===== src/rtl/core_sequencer.sv =====
// core_sequencer: fetches 16-bit words from instruction memory and issues them to the core array.
// Optional feature macro SEQ_LOOP_EN adds the loop counter; without it LOOP_SET/LOOP_BACK are NOPs.
`timescale 1ns/1ps
module core_sequencer #(
    parameter int unsigned ADDR_WIDTH = 8,
    parameter int unsigned LOOP_WIDTH = 8
) (
    input  logic                  clk,
    input  logic                  rst_n,
    input  logic                  start,
    input  logic                  stall,
    output logic                  imem_req,
    output logic [ADDR_WIDTH-1:0] imem_addr,
    input  logic                  imem_ack,
    input  logic [15:0]           imem_data,
    output logic [15:0]           opcode,
    output logic                  execute,
    output logic                  busy,
    output logic                  done
);

    typedef enum logic [1:0] {
        StIdle  = 2'd0,
        StFetch = 2'd1,
        StIssue = 2'd2
    } state_e;

    localparam logic [1:0] ClassLocal = 2'b10;
    localparam logic [1:0] OpHalt     = 2'b00;
    localparam logic [1:0] OpJump     = 2'b01;
    localparam logic [1:0] OpLoopSet  = 2'b10;
    localparam logic [1:0] OpLoopBack = 2'b11;

    if (LOOP_WIDTH == 0 || LOOP_WIDTH > 12) begin : g_loop_width_check
        $error("core_sequencer: LOOP_WIDTH must be in 1..12");
    end

    state_e                state_q, state_d;
    logic [ADDR_WIDTH-1:0] pc_q, pc_d;
    logic [ADDR_WIDTH-1:0] pc_inc;
    logic [ADDR_WIDTH-1:0] jump_target;
    logic [15:0]           ir_q, ir_d;
    logic [15:0]           opcode_q, opcode_d;
    logic                  imem_req_q, imem_req_d;
    logic                  execute_q, execute_d;
    logic                  busy_q, busy_d;
    logic                  done_q, done_d;
    logic                  is_local;
    logic [1:0]            local_op;
    logic                  fetch_ack;
    logic                  unused_ir;

    assign is_local    = (ir_q[15:14] == ClassLocal);
    assign local_op    = ir_q[13:12];
    // An ack only counts while a request is actually outstanding.
    assign fetch_ack   = imem_req_q && imem_ack;
    assign pc_inc      = pc_q + ADDR_WIDTH'(1);
    assign jump_target = ir_q[ADDR_WIDTH-1:0];
    assign unused_ir   = ^ir_q;

`ifdef SEQ_LOOP_EN
    logic [LOOP_WIDTH-1:0] loop_q, loop_d;

    always_ff @(posedge clk or negedge rst_n) begin
        if (!rst_n) begin
            loop_q <= '0;
        end else begin
            loop_q <= loop_d;
        end
    end
`endif

    // State register
    always_ff @(posedge clk or negedge rst_n) begin
        if (!rst_n) begin
            state_q <= StIdle;
        end else begin
            state_q <= state_d;
        end
    end

    // Next-state logic
    always_comb begin
        state_d = state_q;
        unique case (state_q)
            StIdle: begin
                if (start) begin
                    state_d = StFetch;
                end
            end
            StFetch: begin
                if (fetch_ack) begin
                    state_d = StIssue;
                end
            end
            StIssue: begin
                if (is_local) begin
                    state_d = (local_op == OpHalt) ? StIdle : StFetch;
                end else if (!stall) begin
                    state_d = StFetch;
                end
            end
            default: state_d = StIdle;
        endcase
    end

    // Next values of the datapath and registered outputs
    always_comb begin
        pc_d       = pc_q;
        ir_d       = ir_q;
        opcode_d   = opcode_q;
        execute_d  = 1'b0;
        done_d     = 1'b0;
        imem_req_d = (state_d == StFetch);
        busy_d     = (state_d != StIdle);
`ifdef SEQ_LOOP_EN
        loop_d     = loop_q;
`endif
        unique case (state_q)
            StIdle: begin
                if (start) begin
                    pc_d = '0;
                end
            end
            StFetch: begin
                if (fetch_ack) begin
                    ir_d = imem_data;
                end
            end
            StIssue: begin
                if (is_local) begin
                    unique case (local_op)
                        OpHalt: begin
                            done_d = 1'b1;
                        end
                        OpJump: begin
                            pc_d = jump_target;
                        end
                        OpLoopSet: begin
`ifdef SEQ_LOOP_EN
                            loop_d = ir_q[LOOP_WIDTH-1:0];
`endif
                            pc_d = pc_inc;
                        end
                        OpLoopBack: begin
`ifdef SEQ_LOOP_EN
                            if (loop_q != '0) begin
                                loop_d = loop_q - 1'b1;
                                pc_d   = jump_target;
                            end else begin
                                pc_d = pc_inc;
                            end
`else
                            pc_d = pc_inc;
`endif
                        end
                        default: pc_d = pc_inc;
                    endcase
                end else if (!stall) begin
                    opcode_d  = ir_q;
                    execute_d = 1'b1;
                    pc_d      = pc_inc;
                end
            end
            default: begin
                pc_d = '0;
            end
        endcase
    end

    always_ff @(posedge clk or negedge rst_n) begin
        if (!rst_n) begin
            pc_q       <= '0;
            ir_q       <= '0;
            opcode_q   <= '0;
            imem_req_q <= 1'b0;
            execute_q  <= 1'b0;
            busy_q     <= 1'b0;
            done_q     <= 1'b0;
        end else begin
            pc_q       <= pc_d;
            ir_q       <= ir_d;
            opcode_q   <= opcode_d;
            imem_req_q <= imem_req_d;
            execute_q  <= execute_d;
            busy_q     <= busy_d;
            done_q     <= done_d;
        end
    end

    assign imem_req  = imem_req_q;
    assign imem_addr = pc_q;
    assign opcode    = opcode_q;
    assign execute   = execute_q;
    assign busy      = busy_q;
    assign done      = done_q;

endmodule


===== config.mk =====
export PLATFORM = sky130hd
export DESIGN_NAME = core_sequencer
export DESIGN_NICKNAME = d
export VERILOG_FILES = /design/src/rtl/core_sequencer.sv
export SDC_FILE = /design/constraint.sdc
export NUM_CORES = 1
export LEC_CHECK = 0
export CORE_MARGIN = 5
export CORE_UTILIZATION = 52
export DETAILED_ROUTE_END_ITERATION = 6
export PLACE_DENSITY = 0.94
export SLEW_MARGIN = 30
export SYNTH_ARGS = -nofsm -noshare
export SYNTH_HDL_FRONTEND = slang
export SYNTH_SLANG_ARGS = --single-unit
export TNS_END_PERCENT = 30

===== constraint.sdc =====
create_clock -name clk -period 4.7 [get_ports clk]
set_clock_uncertainty 0.05 [all_clocks]
set_input_delay 0.94 -clock clk [delete_from_list [all_inputs] [get_ports clk]]
set_output_delay 0.94 -clock clk [all_outputs]
set_load 0.02 [all_outputs]

==> reports/results.txt, run 1 <==
Status = finished clean
Post-Synth Simple-Gate Area = 8.899%
Placer congestion estimate = 0.8939
Die height = 72.18 um
Post-DP HPWL = 3087 um
Initial Utilization = 54.11%
Hold Path Class = flop to flop
EDFF count, synth = 0
Vias = 1452
Wire per inst = 16.82 um
RSZ-0062 raised after global routing = false
Post-Synth Adder-Cell Area = 0.6223%
Mapped Cells = 157
Yosys top cell by area = dfrtp_1
Minimum clock period = 2.626 ns
DRT iter0 DRCs = 80
Synth Register Bits = 46
Post-Syn Area = 0.002011 sq mm
Slew headroom = 38.45%
PD cells = 643.3 mW/mm^2
Antenna Cells = 0
Synth unique cells = 34
Area Growth Syn to Fin = 31.92%
Hold_buf cts = 0
Worst Path Arrival = 2.75 ns
Crit end category = flop
R2r setup slk = 2.60 ns
Synth Flop Type = dfrtp_1
Resized cells post-CTS = 0
Port buffer count = 48
Synth async-reset ratio = 100.0%
Clock transition at path regs = 0.08 ns
DRT antenna net count = 0
Xor/xnor share of the synthesized area = 0%
Largest family of logic cells by synthesized area = multiplexers
Vias in the first global route = 1462
Core area = 0.003716 sq mm
Crit Path Max Fanout = 17
Worst slew pin tran = 0.9205 ns
First drt pass iteration count = 4
Period utilization = 55.87%
VDD IR max = 0.3424 mV
Initial antenna violation count = 0
Seq/Total Area, Yosys = 57.25%
Fin. Hold Viols = 0
Max cap viols = 0
Fin cells = 256
Critical path required time = 4.83 ns
Num rows = 22
Post-synth top area share = 57.25%
Mux share of post-synthesis cell area = 19.17%
Via density per instance = 5.672
Final Power = 1.706 mW
H-tree depth = 2
Leakage power = 1.161 nW
Pin count of the biggest net entering global routing = 47
Placed cells = 248
CTS tree = yes
Syn. warnings = 0
Layout fillers = 259
Full die area = 0.005210 sq mm
CTS Buffer Depth = 2
Io pins = 49
Mapped Avg Cell Area = 12.81 sq um
Residual DRC = 0
Crit path launch type = input port
Nets = 229
Fin util = 71.38%
All-Layer GR Usage = 17.80%
Top cells by area, synth = dfrtp_1 57%, mux2_2 13%, mux2_4 5.2%, o21ai_0 2.5%, nand2_1 1.9%
Highest Clock Rate = 380.8 MHz
Clock Sinks = 46
Final setup vio count = 0
Die Wd = 72.18 um
Post CTS Setup Buffer Count = 0
Sum of negative setup slack = 0 ns
Compound-Gate Fraction of Synth Area = 10.64%
Commonest non-fill, non-tap cell in the layout = clkdlybuf4s50_1
CTS Buf Count = 5
Total grt overflow = 0
Layout cells sized above 1 = 20.19%
Slew Limit Fails = 0
Global-route wire length before repair = 7127 um
Clock Root Buffer = clkbuf_8
Classification of the worst setup path = input port to flop
Final wirelength = 4307 um
Post-Syn Nets = 179
Most frequent cells in the layout = 47 x clkdlybuf4s50_1, 46 x dfrtp_1, 24 x mux2_2, 10 x nand2_1, 10 x o21ai_0
Clk_lat worst skew = 0.30 ns
## layout make-up
type | count | area, sq um | area share [%]
clock buffers | 6 | 82.58 | 3.113
multi-input cells | 99 | 790.8 | 29.81
clock inverters | 2 | 60.06 | 2.264
repair buffers | 49 | 485.5 | 18.30
inverters | 6 | 22.52 | 0.8491
well taps | 48 | 60.06 | 2.264
flip-flops and latches | 46 | 1151 | 43.40
## cells by family (layout without fill, tap and decap cells)
group,after synthesis,after routing
buffers and inverters,12,63
flip-flops,46,46
adder cells (fa/ha/maj),1,1
AO/OA/AOI/OAI,33,33
multiplexers,32,32
AND/OR/NAND/NOR,33,33
## critical path, cell delays in order
cell	delay, ns
clkdlybuf4s50_1	0.49
nand4_1	0.73
mux2_2	0.58
## flip-flops by register name (all words and copies together) (netlist names)
name       count
imem_addr      8
imem_req       1
execute        1
opcode        16
done           1
busy           1
ir_q          16
state_q        2
## stage by stage
step / worst slack, ns / hold slack, ns / instance area [sq um]
CTS: 2.076 / 0.4613 / 2650
global placement: 1.833 / 0.4215 / 2507
global route: 1.960 / 0.4721 / 2653
finish: 2.074 / 0.4600 / 2653
floorplan: 2.640 / 0.4262 / 2011
detailed placement: 1.761 / 0.4364 / 2507
## power breakdown
group          switching (mW)  total [mW]  internal, mW  leakage [nW]
clock network           0.125       0.351         0.227        0.0714
logic                   0.301       0.658         0.357         0.511
registers               0.136       0.697         0.560         0.579
total                   0.563        1.71          1.14          1.16
## Yosys cell counts (2+ instances only)
library cell and number:
dfrtp_1 46, o2bb2ai_1 2, a31oi_1 2, a21oi_1 7, mux2_4 7, and3_1 4
o22ai_1 2, nand2_1 10, o221ai_1 3, a22o_1 2, buf_6 3, nand2b_1 3
or3_1 3, inv_1 6, o21ai_0 10, nor2_1 2, clkbuf_1 2, nor3_1 3
nand3_1 2, mux2_2 24
## path summary, 6_finish.rpt
check | from | cells after the start | end
max in group asynchronous | rst_n | 1 | ir_q[7]$_DFFE_PN0P_
worst max register to register | state_q[0]$_DFF_PN0_ | 3 | opcode[9]$_DFFE_PN0P_
worst max-delay path | imem_ack | 3 | ir_q[1]$_DFFE_PN0P_
min in group asynchronous | rst_n | 1 | opcode[6]$_DFFE_PN0P_
worst min register to register | opcode[12]$_DFFE_PN0P_ | 2 | opcode[12]$_DFFE_PN0P_
worst min-delay path | opcode[12]$_DFFE_PN0P_ | 2 | opcode[12]$_DFFE_PN0P_
## routing by layer
layer  up-vias  global-route usage (%)  routed length (um)  share of wire (%)
li1        669                       -                   -                  -
met1       734                   22.46                1774                 41
met2        41                   28.11                2176                 51
met3         8                   5.817                 278                6.5
met4         0                   7.516                  77                1.8
met5         -                       0                   0                  0
Power figures use the tool's default switching activity.
==> inputs of run 2 (changes only) <==
--- a/config.mk
+++ b/config.mk
@@ -6,9 +6,9 @@
 export NUM_CORES = 1
 export LEC_CHECK = 0
 export CORE_MARGIN = 5
-export CORE_UTILIZATION = 52
+export CORE_UTILIZATION = 44
 export DETAILED_ROUTE_END_ITERATION = 6
-export PLACE_DENSITY = 0.94
+export PLACE_DENSITY = 0.86
 export SLEW_MARGIN = 30
 export SYNTH_ARGS = -nofsm -noshare
 export SYNTH_HDL_FRONTEND = slang
==> constraint.sdc (replaced) <==
create_clock -name clk -period 2.3 [get_ports clk]
set_clock_uncertainty 0.05 [all_clocks]
set_input_delay 0.46 -clock clk [delete_from_list [all_inputs] [get_ports clk]]
set_output_delay 0.46 -clock clk [all_outputs]
set_load 0.02 [all_outputs]
==> reports/results.txt, run 2 (synthesized netlist as in run 1, its figures left out) <==
Status = finished clean
Slew Limit Fails = 0 (unchanged)
DRT iter0 DRCs = 117 (+46%)
Crit Path Max Fanout = 6 (-11)
CTS Buf Count = 5 (unchanged)
Cell breakdown of the critical path = clkdlybuf4s50_1
Total grt overflow = 0 (unchanged)
Fin cells = 264 (+3.1%)
DRT antenna net count = 0 (unchanged)
Final wirelength = 4335 um (+0.65%)
Period utilization = 83.25%
Residual DRC = 0 (unchanged)
Gate power share = 41.5% (+2.9 points)
Place WS = 0.2103 ns (-1.551 ns)
Clk_lat worst skew = 0.30 ns (about the same)
All-Layer GR Usage = 14.75% (-3.1 points)
Area Growth Syn to Fin = 31.36%
Multi-input gate area = 790.8 sq um (unchanged)
Net Switching = 1.151 mW (+100%)
Final instance area = 0.002641 sq mm (-0.42%)
Highest Clock Rate = 522.3 MHz
Via density per instance = 5.314 (-6.3%)
Layout cells sized above 1 = 21.23% (+1.0 points)
Io pins = 49 (unchanged)
VDD IR max = 0.6075 mV (+77%)
Internal = 2.099 mW (+83%)
Placed cell area = 0.002555 sq mm (+1.9%)
Vias = 1403 (-3.4%)
Sum of negative setup slack = 0 ns (unchanged)
Core area = 0.004384 sq mm (+18%)
Hold_buf cts = 0 (unchanged)
Clock Root Buffer = clkbuf_8
Post-DP HPWL = 3227 um (+4.5%)
Global-route wire length before repair = 7148 um (+0.29%)
Critical path required time = 1.79 ns (-3.04 ns)
Clock share of power = 14.9% (-5.7 points)
Slowest CP cell = clkdlybuf4s50_1
Initial Utilization = 45.86% (-8.2 points)
RSZ-0062 raised after global routing = false
CTS tree = yes
Final setup vio count = 0 (unchanged)
Sequential share of power = 43.6% (+2.8 points)
Nets = 233 (+1.7%)
Placed cells = 256 (+3.2%)
Resized cells post-CTS = 0 (unchanged)
Worst slew pin tran = 0.5301 ns (-0.3904 ns)
Final Worst Setup Slack = 0.3853 ns (-1.689 ns)
Min Hold Slack = 0.07753 ns (-0.3825 ns)
Crit path launch type = flop
Pin count of the biggest net entering global routing = 26 (-45%)
Classification of the worst setup path = flop to primary output
Wire per inst = 16.42 um (-2.4%)
Antenna Cells = 0 (unchanged)
First drt pass iteration count = 4 (unchanged)
Delay-heaviest family, CP = buffers and inverters
Placer congestion estimate = 0.8553 (-4.3%)
Initial antenna violation count = 0 (unchanged)
Storage cell area = 0.001151 sq mm (unchanged)
PD cells = 1230 mW/mm^2 (+91%)
Slew headroom = 64.66% (+26 points)
Die Wd = 77.60 um (+7.5%)
Hold Path Class = input port to asynchronous set/reset pin
H-tree depth = 2 (unchanged)
Most frequent cells in the layout = 47 x clkdlybuf4s50_1, 46 x dfrtp_1, 24 x mux2_2, 10 x nand2_1, 10 x o21ai_0
Sw frac = 35.41% (+2.4 points)
Vias in the first global route = 1456 (-0.41%)
Crit end category = primary output
Commonest non-fill, non-tap cell in the layout = clkdlybuf4s50_1
Full die area = 0.006022 sq mm (+16%)
Sum of buffers and inverters on the critical path = 1 (unchanged)
Final Power = 3.249 mW (+90%)
Minimum clock period = 1.915 ns
Num rows = 24 (+9.1%)
Worst Path Arrival = 1.40 ns (-1.35 ns)
Clock transition at path regs = 0.09 ns (about the same)
CP peak stage delay = 0.65 ns (-0.08 ns)
Post CTS Setup Buffer Count = 0 (unchanged)
Port buffer count = 48 (unchanged)
Layout fillers = 371 (+43%)
Fin. Hold Viols = 0 (unchanged)
CTS Buffer Depth = 2 (unchanged)
Fin util = 60.25% (-11 points)
Die height = 77.60 um (+7.5%)
Clock Sinks = 46 (unchanged)
Leakage power = 1.158 nW (-0.33%)
Max cap viols = 0 (unchanged)
-- run 2: changes by cell type in the layout (fill, tap and decap cells not counted), sizes merged --
cell,previous run,this run
buf,2,6
bufinv,2,0
clkinv,0,2
-- run 2: power groups by stage --
stage	Sequential (mW)	Clock (mW)	Combinational, mW
after floorplan	1.57	0	0.626
after global placement	1.41	0	1.32
after detailed placement	1.43	0	1.36
after CTS	1.42	0.499	1.37
after global routing	1.46	0.526	1.46
final	1.42	0.484	1.35
-- run 2: area by class of cell --
| class | instances | area share [%] |
|---|---|---|
| multi-input combinational | 99 | 29.94 |
| clock buffer | 6 | 2.748 |
| inverter | 6 | 0.8527 |
| timing repair buffer | 53 | 19.90 |
| sequential | 46 | 43.58 |
| clock inverter | 2 | 0.5211 |
| tap | 52 | 2.463 |
-- run 2: final timing paths --
kind / startpoint / endpoint / slack [ns] / depth (start not counted)
min in group clk: opcode[12]$_DFFE_PN0P_ / opcode[12]$_DFFE_PN0P_ / 0.44 / 2
min: rst_n / opcode[14]$_DFFE_PN0P_ / 0.08 / 1
min reg2reg: opcode[12]$_DFFE_PN0P_ / opcode[12]$_DFFE_PN0P_ / 0.44 / 2
max reg2reg: state_q[0]$_DFF_PN0_ / opcode[13]$_DFFE_PN0P_ / 0.48 / 4
max in group asynchronous: rst_n / ir_q[1]$_DFFE_PN0P_ / 1.61 / 2
max: imem_addr[4]$_DFFE_PN0P_ / imem_addr[4] / 0.39 / 1
-- run 2: worst reg2reg max path, cell delays in order (launching register included) --
cell,delay [ns]
dfrtp_1,0.44
nand2b_1,0.28
or3b_1,0.39
buf_4,0.23
mux2_4,0.33
-- run 2: per-layer routing --
| metal | up-vias | track usage (%) | routed length (um) |
|---|---|---|---|
| li1 | 684 | - | - |
| met1 | 677 | 19.06 | 1809 |
| met2 | 35 | 23.46 | 2210 |
| met3 | 7 | 3.819 | 237 |
| met4 | 0 | 6.186 | 78 |
| met5 | - | 0 | 0 |
==> variant 1, RTL diff (config.mk and constraints of run 1) <==
Change the parameter `ADDR_WIDTH` from 8 to 10.
--- a/src/rtl/core_sequencer.sv
+++ b/src/rtl/core_sequencer.sv
@@ -2,7 +2,7 @@
 // Optional feature macro SEQ_LOOP_EN adds the loop counter; without it LOOP_SET/LOOP_BACK are NOPs.
 `timescale 1ns/1ps
 module core_sequencer #(
-    parameter int unsigned ADDR_WIDTH = 8,
+    parameter int unsigned ADDR_WIDTH = 10,
     parameter int unsigned LOOP_WIDTH = 8
 ) (
     input  logic                  clk,
Ports: changed (resized imem_addr); port bits go from 49 to 51. No check against the original RTL was run, so the function may have changed too.
==> variant 1 against run 1 <==
Sequential cell count increased by 2; final cell count up 5.1%; core utilization down 2.1 points; wire length is 1.4% higher; synthesized area is 5.0% higher; clock power fell by 30%; combinational power up 11%; total power down 1.3%; cell area up 3.8%; first-iteration DRC count grew 14%; via count increased by 6.0%; worst setup slack better by 0.15 ns.
==> variant 1: results (changes against run 1) <==
- GPL Wtd Cong: 0.779 (was 0.894)
- Synth top cells by count: 48 x dfrtp_1, 32 x mux2_2, 7 x a211oi_1, 7 x nand2_1 (was 46 x dfrtp_1, 24 x mux2_2, 10 x nand2_1, 10 x o21ai_0)
- R2R Setup Slk: 2.64 ns (was 2.60 ns)
- Critical R2R Launch: state_q[1] (was state_q[0])
- Port-buffer cells: 50 (was 48)
- FF-to-FF path depth: 4 (was 3)
- Filler cells: 292 (was 259)
- Worst vdd ir: 0.000439 V (was 0.000342 V)
- Final nets: 240 (was 229)
- WHS Endpoint: opcode[10] (was opcode[12])
- Slowest CP cell: nor2_2 (was nand4_1)
- Area growth, synth to finish: 30.4% (was 31.9%)
- Vias in the first global route: 1535 (was 1462)
- Non-CTS buffers: 52 (was 49)
- Hold Startpoint: ir_q[10] (was opcode[12])
- Final-layout clock-cell area share: 0.0327 (was 0.0538)
- Area of the multi-input gates: 860 um2 (was 791 um2)
- Wire length per cell: 16.2 um (was 16.8 um)
- Drt via density: 5.72 (was 5.67)
- Met1 WL: 1.87 mm (was 1.77 mm)
- Met3 wire len: 271 um (was 278 um)
- Worst Setup SP: stall (was imem_ack)
- Fraction of area in registers: 0.436 (was 0.434)
- WL met2: 2.17 mm (was 2.18 mm)
- First-pass GRT wire length: 7.37 mm (was 7.13 mm)
- DP HPWL: 3.05 mm (was 3.09 mm)
- CP max stage delay: 0.76 ns (was 0.73 ns)
- Compound-Gate Fraction of Synth Area: 0.123 (was 0.106)
- Largest net degree at the start of global routing: 49 (was 47)
- Seq/Total Area, Yosys: 0.569 (was 0.572)
- Status: completed (unchanged)
- Drt pass-1 iters: 5 (was 4)
- Fraction of synthesized area in multiplexers: 0.175 (was 0.192)
- NonClk Buf Share: 0.188 (was 0.183)
- Synth top area cells: dfrtp_1 57%, mux2_2 17%, a211oi_1 2.5%, o31a_1 2.1%, o22ai_1 1.8% (was dfrtp_1 57%, mux2_2 13%, mux2_4 5.2%, o21ai_0 2.5%, nand2_1 1.9%)
- Mapped Nets: 188 (was 179)
==> variant 1: cell count changes after synthesis, moves of 5 or more <==
cell      change
mux2_2        +8
a211oi_1      +7
mux2_4        -7
o21ai_0       -6
o31a_1        +5
==> variant 1: metrics by stage <==
step	cell area, um2	worst slack [ns]	hold WS [ns]	power, uW	cells
floorplan	2110	2.69	0.424	1150	166
global placement	2650	1.77	0.437	1420	260
detailed placement	2650	1.71	0.442	1450	260
CTS	2740	2.04	0.461	1700	268
global route	2750	2.11	0.472	1800	269
finish	2750	2.22	0.455	1690	269
==> variant 1: power groups by stage <==
stage | registers (uW) | logic [uW] | clock network (uW)
6_report | 708 | 730 | 247
5_1_grt | 738 | 783 | 274
2_1_floorplan | 792 | 357 | 0
3_5_place_dp | 717 | 730 | 0
3_3_place_gp | 709 | 710 | 0
4_1_cts | 709 | 734 | 256
==> variant 1: metal layers <==
layer	global-route usage	up-vias
met5	0	-
met4	0.0644	0
met3	0.0438	10
met2	0.276	56
met1	0.242	751
li1	-	722
==> variant 2, RTL diff (settings of run 1) <==
Without the edit above. Take the reset off `pc_q` and `ir_q` and load them in a clocked block of their own.
--- a/src/rtl/core_sequencer.sv
+++ b/src/rtl/core_sequencer.sv
@@ -170,16 +170,12 @@
 
     always_ff @(posedge clk or negedge rst_n) begin
         if (!rst_n) begin
-            pc_q       <= '0;
-            ir_q       <= '0;
             opcode_q   <= '0;
             imem_req_q <= 1'b0;
             execute_q  <= 1'b0;
             busy_q     <= 1'b0;
             done_q     <= 1'b0;
         end else begin
-            pc_q       <= pc_d;
-            ir_q       <= ir_d;
             opcode_q   <= opcode_d;
             imem_req_q <= imem_req_d;
             execute_q  <= execute_d;
@@ -188,6 +184,11 @@
         end
     end
 
+    always_ff @(posedge clk) begin
+        pc_q <= pc_d;
+        ir_q <= ir_d;
+    end
+
     assign imem_req  = imem_req_q;
     assign imem_addr = pc_q;
     assign opcode    = opcode_q;
Check against the original RTL: differs if rst_n is asserted again (counterexample within 4 cycles, from zero or initial values and one cycle with rst_n low); with rst_n held inactive, the same outputs for 10 cycles.
==> variant 2 against run 1 <==
Total power decreased by 13%; global-route usage decreased by 1.1 points; critical endpoint is now imem_addr[0]; sequential cell count unchanged; worst setup slack improved by 0.12 ns; synthesized area decreased by 7.0%; cell area decreased by 8.2%; highest routed layer unchanged; sequential power decreased by 1%; wire length decreased by 11%.
==> variant 2: results (changes against run 1) <==
- Post-Synth XOR/XNOR Area: 0.0140 (was 0)
- Clock insertion delay at the later pin of the skew report: 0.37 ns (was 0.30 ns)
- Met3 wire len: 237 um (was 278 um)
- GR Util met3: 0.0674 (was 0.0582)
- Post-Synth Adder-Cell Area: 0.00669 (was 0.00622)
- P_sw: 532 uW (was 563 uW)
- WHS Endpoint: opcode[8] (was opcode[12])
- Worst-path fanout max: 6 (was 17)
- First-pass GRT wire length: 6.13 mm (was 7.13 mm)
- Final nets: 193 (was 229)
- Dpl ws: 1.75 ns (was 1.76 ns)
- Min Tclk post-route: 2.51 ns (was 2.63 ns)
- Hold Startpoint: ir_q[8] (was opcode[12])
- Status: completed (unchanged)
- Drt total wl: 3.85 mm (was 4.31 mm)
- Slowest CP cell: clkdlybuf4s50_1 (was nand4_1)
- GPL Wtd Cong: 0.847 (was 0.894)
- Vias in the first global route: 1180 (was 1462)
- Worst-path clk slew: 0.13 ns (was 0.08 ns)
- Post-synth EDFFs: 24 (was 0)
- Largest net degree at the start of global routing: 23 (was 47)
- Fraction of synthesized area in multiplexers: 0.120 (was 0.192)
- Leak: 0.000931 uW (was 0.00116 uW)
- Prevailing post-synth register cell: edfxtp_1 (was dfrtp_1)
- R2R Setup Slk: 2.26 ns (was 2.60 ns)
- Kind of cell adding the most delay to the critical path: buffers and inverters (was simple AND/OR/NAND/NOR gates)
- DP HPWL: 2.79 mm (was 3.09 mm)
- Critical R2R Launch: ir_q[15] (was state_q[0])
- DR iter-0 viols: 100 (was 80)
- Global Route met2 Usage: 0.273 (was 0.281)
- Routing usage on met1: 0.200 (was 0.225)
- Asr flop ratio synth: 0.478 (was 1.00)
- CP max stage delay: 0.67 ns (was 0.73 ns)
- Hold Crit Depth: 1 (was 2)
- Post-synth cell types: 32 (was 34)
- Global Route Usage Sum: 0.167 (was 0.178)
- Data arrival, critical path: 1.52 ns (was 2.75 ns)
- Seq/Total Area, Yosys: 0.680 (was 0.572)
- Worst vdd ir: 0.000393 V (was 0.000342 V)
## variant 2: cell count changes in the layout (fill, tap and decap cells not counted), sizes merged, moves of 3 or more
cell | before | now
a311oi | 0 | 3
dfrtp | 46 | 22
o21ai | 10 | 3
a21oi | 7 | 1
and3 | 4 | 0
nand2 | 10 | 2
nor2 | 2 | 11
mux2 | 31 | 16
edfxtp | 0 | 24
inv | 6 | 2
a211oi | 0 | 4
o221ai | 3 | 0
## variant 2: power groups by stage
| stage | sequential, uW | combinational (uW) | clock [uW] |
|---|---|---|---|
| 2_1_floorplan | 796 | 218 | 0 |
| 3_3_place_gp | 682 | 595 | 0 |
| 3_5_place_dp | 697 | 614 | 0 |
| 4_1_cts | 690 | 616 | 191 |
| 5_1_grt | 708 | 648 | 212 |
| 6_report | 689 | 612 | 185 |
## variant 2: final cells by class
type	count	area share
clock inverters	3	0.00874
inverters	2	0.00308
flip-flops and latches	46	0.522
clock buffers	5	0.0154
multi-input cells	66	0.224
well taps	46	0.0236
repair buffers	50	0.203
## variant 2: worst max-delay path by stage
stage	start	endpoint	depth (start not counted)
2_1_floorplan	imem_ack	ir_q[0]	2
3_3_place_gp	stall	opcode[2]	3
3_5_place_dp	stall	opcode[0]	3
4_1_cts	stall	opcode[0]	3
5_1_grt	ir_q[15]	imem_addr[4]	3
6_report	imem_addr[0]	imem_addr[0]	1
## variant 2: metrics by stage
| step | instances | instance area, um2 | hold slack [ns] |
|---|---|---|---|
| 6_report | 218 | 2430 | 0.448 |
| 4_1_cts | 217 | 2430 | 0.446 |
| 3_5_place_dp | 209 | 2370 | 0.420 |
| 3_3_place_gp | 209 | 2370 | 0.413 |
| 5_1_grt | 218 | 2430 | 0.458 |
| 2_1_floorplan | 119 | 1870 | 0.404 |
